**config.mk**
```make
export PLATFORM = sky130hd
export DESIGN_NAME = multicycle_computer_xpsr_cond
export DESIGN_NICKNAME = d
export VERILOG_FILES = /design/src/rtl/multicycle_computer_xpsr_cond.sv
export SDC_FILE = /design/constraint.sdc
export NUM_CORES = 1
export LEC_CHECK = 0
export BUFFER_PORTS_ARGS = -buffer_cell sky130_fd_sc_hd__buf_2
export CAP_MARGIN = 40
export CORE_AREA = 2 2 39 41
export CTS_CLUSTER_SIZE = 20
export DETAILED_ROUTE_END_ITERATION = 7
export DIE_AREA = 0 0 41 43
export HOLD_SLACK_MARGIN = 0.06
export PLACE_DENSITY_LB_ADDON = 0.12
export SYNTH_ARGS = -nofsm -noshare
export SYNTH_HDL_FRONTEND = slang
export SYNTH_SLANG_ARGS = --single-unit
```
**constraint.sdc**
```tcl
create_clock -name clk -period 3.1 [get_ports clk]
set_input_delay 0.775 -clock clk [delete_from_list [all_inputs] [get_ports clk]]
set_output_delay 0.775 -clock clk [all_outputs]
set_load 0.005 [all_outputs]
```
**src/rtl/multicycle_computer_xpsr_cond.sv**
```systemverilog
// multicycle_computer_xpsr_cond
// Status register (N,Z,C,V) plus condition-check unit for the multicycle
// computer. Flags load from the ALU on the controller's flagUpdate strobe.
// The instruction condition is evaluated and latched at decode. The latched
// result then gates the architectural write enables.
// Optional build macro: XPSR_COND_STATS_EN adds the execCount/skipCount
// statistics counters and their output ports.
// Interface: no handshakes; the unit never applies back-pressure.
module multicycle_computer_xpsr_cond #(
    parameter int         COND_HI  = 31,
    parameter logic [3:0] S_FETCH  = 4'b0000,
    parameter logic [3:0] S_DECODE = 4'b0001
) (
    input  logic        clk,
    input  logic        reset,
    input  logic [3:0]  state,
    input  logic [31:0] INSTRUCTION,
    input  logic        flagUpdate,
    input  logic [3:0]  ALUFlags,
    input  logic        RegWrite_in,
    input  logic        MemWrite_in,
    input  logic        PCWrite_in,
    output logic [3:0]  Flags,
`ifdef XPSR_COND_STATS_EN
    output logic [15:0] execCount,
    output logic [15:0] skipCount,
`endif
    output logic        CondEx,
    output logic        RegWrite,
    output logic        MemWrite,
    output logic        PCWrite
);

    logic [3:0] cond;
    logic       cond_pass;
    logic       flag_n, flag_z, flag_c, flag_v;
    logic       ungated;

    assign cond = INSTRUCTION[COND_HI -: 4];
    assign {flag_n, flag_z, flag_c, flag_v} = Flags;

    // Condition evaluation against the currently stored flags.
    always_comb begin
        cond_pass = 1'b1;
        case (cond)
            4'b0000: cond_pass = flag_z;
            4'b0001: cond_pass = !flag_z;
            4'b0010: cond_pass = flag_c;
            4'b0011: cond_pass = !flag_c;
            4'b0100: cond_pass = flag_n;
            4'b0101: cond_pass = !flag_n;
            4'b0110: cond_pass = flag_v;
            4'b0111: cond_pass = !flag_v;
            4'b1000: cond_pass = flag_c && !flag_z;
            4'b1001: cond_pass = !flag_c || flag_z;
            4'b1010: cond_pass = (flag_n == flag_v);
            4'b1011: cond_pass = (flag_n != flag_v);
            4'b1100: cond_pass = !flag_z && (flag_n == flag_v);
            4'b1101: cond_pass = flag_z || (flag_n != flag_v);
            default: cond_pass = 1'b1;  // AL and the unconditional 1111 code
        endcase
    end

    // Flag register: a skipped instruction (CondEx=0) cannot alter flags.
    always_ff @(posedge clk) begin
        if (reset) begin
            Flags <= 4'b0000;
        end else if (flagUpdate && CondEx) begin
            Flags <= ALUFlags;
        end
    end

    // Condition latch: captured at decode, held for the rest of the instruction.
    always_ff @(posedge clk) begin
        if (reset) begin
            CondEx <= 1'b1;
        end else if (state == S_DECODE) begin
            CondEx <= cond_pass;
        end
    end

    // Write-enable gating; fetch and decode are never suppressed.
    always_comb begin
        ungated  = (state == S_FETCH) || (state == S_DECODE);
        RegWrite = RegWrite_in & (ungated | CondEx);
        MemWrite = MemWrite_in & (ungated | CondEx);
        PCWrite  = PCWrite_in  & (ungated | CondEx);
    end

`ifdef XPSR_COND_STATS_EN
    // Saturating pass/skip counters, advanced once per decode edge.
    always_ff @(posedge clk) begin
        if (reset) begin
            execCount <= 16'h0000;
            skipCount <= 16'h0000;
        end else if (state == S_DECODE) begin
            if (cond_pass) begin
                if (execCount != 16'hFFFF) execCount <= execCount + 16'h0001;
            end else begin
                if (skipCount != 16'hFFFF) skipCount <= skipCount + 16'h0001;
            end
        end
    end
`endif

endmodule

```
==> flow_metrics.py <==
metrics = {
    "placement": {
        "dpl.hpwl_um": 815.8,
        "io_buffers": 25,
        "place.gp.congestion": 0.6648,
    },
    "timing": {
        "max_freq_ghz": 0.4346,
        "setup_tns_ps": 0,
        "drv_slew": 0,
        "period_share": 0.7423,
        "worst_pin_slew_ps": 397.6,
        "rsz0062_at_grt": "false",
        "period_minus_slack_ps": 2301,
        "maxSlewHeadroom": 0.7316,
        "finalHoldViolations": 0,
        "holdWs_ps": 512.2,
        "finalSetupViolCount": 0,
        "clock-skew-final_ps": 1.113,
    },
    "die": {
        "die_area_sq_um": 1763,
        "coreArea_sq_um": 1384,
        "design.portCount": 54,
        "die_w_um": 41,
        "fp-row-count": 14,
        "start_util": 0.2866,
        "die_h_um": 43,
    },
    "clocking": {
        "cts_tree": "done",
        "htree_levels": 1,
        "postCtsSetupBuffers": 0,
        "clock_latency_ps": 240,
        "cts_hold_buffers": 0,
        "path_clk_slew_ps": 40,
        "cts_root_buffer": "clkbuf_4",
        "cts_buffers": 3,
        "ctsResizeCount": 0,
        "clockBufferDepth": 2,
        "numClockSinks": 5,
    },
    "synthesis": {
        "ys_seq_elements": 5,
        "synth_top_cell_by_area": "dfxtp_1",
        "ys_top_cells_by_area": "dfxtp_1, nand2_1, xnor3_1",
        "syn_area_sq_um": 396.6,
        "yosysSeqAreaShare": 0.2524,
        "syn_nets": 95,
        "async_flop_share": 0,
        "synth-main-ff-cell": "dfxtp_1",
        "synthCells": 49,
        "synth_edf_count": 0,
        "synth_cell_type_count": 25,
        "synth_top_area_share": 0.2524,
        "yosys_warnings": 0,
        "syn_avg_cell_area_sq_um": 8.094,
    },
    "setup_path": {
        "crit_fanout": 3,
        "rrSetupSlack_ps": 1660,
        "crit_required_ps": 2320,
        "start_kind": "primary input",
        "ff2ff_path_depth": 4,
        "cp.arrival_ps": 1530,
        "regToRegStartpoint": "Flags[0]",
        "regToRegEndpoint": "CondEx",
        "criticalPathCategory": "primary input to output port",
        "worstSetupEndpointType": "output port",
    },
    "pwr": {
        "p_per_area_nw_per_um2": 352.0,
        "power_w": 0.0001960,
        "ir_worst_vdd_mv": 0.1329,
        "p_leak_nw": 0.2563,
    },
    "global_routing": {
        "antenna_found_initial": 0,
        "grt_first_pass_wirelength_mm": 1.559,
        "grt_pass1_vias": 403,
        "grt_remaining_overflow": 0,
        "grtUsageTotal": 0.1319,
        "grt_max_degree": 11,
    },
    "status": {
        "status": "complete, no violations",
    },
    "final_layout": {
        "drive_above_1_share": 0.3896,
        "area_growth_syn_to_layout_pct": 40.38,
        "insertedDiodeCount": 0,
        "num-nets-final": 124,
    },
    "hold_path": {
        "hp-class": "flip-flop to flip-flop",
        "worstHoldPathCells": 2,
        "min_to": "Flags[1]",
        "min_from": "Flags[1]",
    },
    "route": {
        "drt_iter0_markers": 3,
        "routedWlPerCell_um": 10.46,
        "ant_nets": 0,
        "drc": 0,
        "wl_um": 973,
        "first_pass_iters": 2,
        "vias_per_cell": 4.892,
        "via_count": 455,
    },
    "run": {
        "maxCapViolations": 0,
    },
}
==> layout make-up <==
cell class	count	area, sq um
Timing Repair Buffer	25	125.1
Sequential cell	5	100.1
Inverter	1	3.754
Clock buffer	4	26.28
Tap cell	16	20.02
Multi-Input combinational cell	42	281.5
Fill cell	155	827.0
==> metal layers <==
| metal | GRT usage | part of all wire | up-vias |
|---|---|---|---|
| li1 | - | - | 238 |
| met1 | 0.1526 | 0.43 | 201 |
| met2 | 0.2063 | 0.50 | 14 |
| met3 | 0.03141 | 0.059 | 2 |
| met4 | 0.08000 | 0.014 | 0 |
| met5 | 0 | 0 | - |
==> stage by stage <==
| stage | cell area [sq um] | utilization | cells | setup WS [ps] |
|---|---|---|---|---|
| final | 556.8 | 0.4024 | 93 | 798.9 |
| after global routing | 556.8 | 0.4024 | 93 | 655.1 |
| after CTS | 556.8 | 0.4024 | 93 | 787.5 |
| after detailed placement | 530.5 | 0.3834 | 89 | 800.9 |
| after global placement | 530.5 | 0.3834 | 89 | 807.5 |
| after floorplan | 396.6 | - | 49 | 1053 |
==> kinds of logic (layout without fill, tap and decap cells) <==
family / count (synthesis) / after routing / share of synthesized area
buffers and inverters: 2 / 30 / 0.03784
AO/OA/AOI/OAI: 11 / 11 / 0.1893
AND/OR/NAND/NOR: 26 / 26 / 0.3723
multiplexers: 1 / 1 / 0.02524
flip-flops: 5 / 5 / 0.2524
XOR/XNOR: 4 / 4 / 0.1230
==> where the power goes <==
group / switching [W] / internal, W
clock: 0.0000255 / 0.0000486
combinational: 0.0000214 / 0.0000271
sequential: 0.00000531 / 0.0000681
==> synthesized netlist by cell type (2+ instances only) <==
cell      n
nor2b_1   3
nor4b_1   2
xnor2_1   2
dfxtp_1   5
nand4b_1  2
nand2_1   7
nand3_1   4
nor2_1    3
a211oi_1  2
a21oi_1   4
==> cells in the final DEF (no fill, tap or decap), drive strengths merged, types with 2 or more instances in the layout <==
cell type,Yosys,routed
xnor2,2,2
nor2,3,3
a211oi,2,2
dfxtp,5,5
nand2,7,7
nand3,4,4
nor2b,3,3
nand4b,2,2
nor4b,2,2
a21oi,4,4
clkbuf,0,4
buf,1,25
==> flip-flops by register name, summed over array words and instances, names as in the netlist <==
register  flops
CondEx        1
Flags         4
==> worst max-delay path: stages <==
cell,delay [ps]
buf_2,90
nor3_1,310
nor2_1,120
nor2b_1,120
buf_2,120
==> worst max path at each step <==
stage               startpoint        to  slack, ps  depth (start not counted)
floorplan             state[1]  MemWrite       1050                          3
global placement      state[1]   PCWrite        810                          5
detailed placement    state[1]  MemWrite        800                          5
CTS                   state[1]   PCWrite        790                          5
global route          state[1]   PCWrite        660                          5
finish                state[1]   PCWrite        800                          5
No activity file was read; power rests on OpenSTA's default activity.
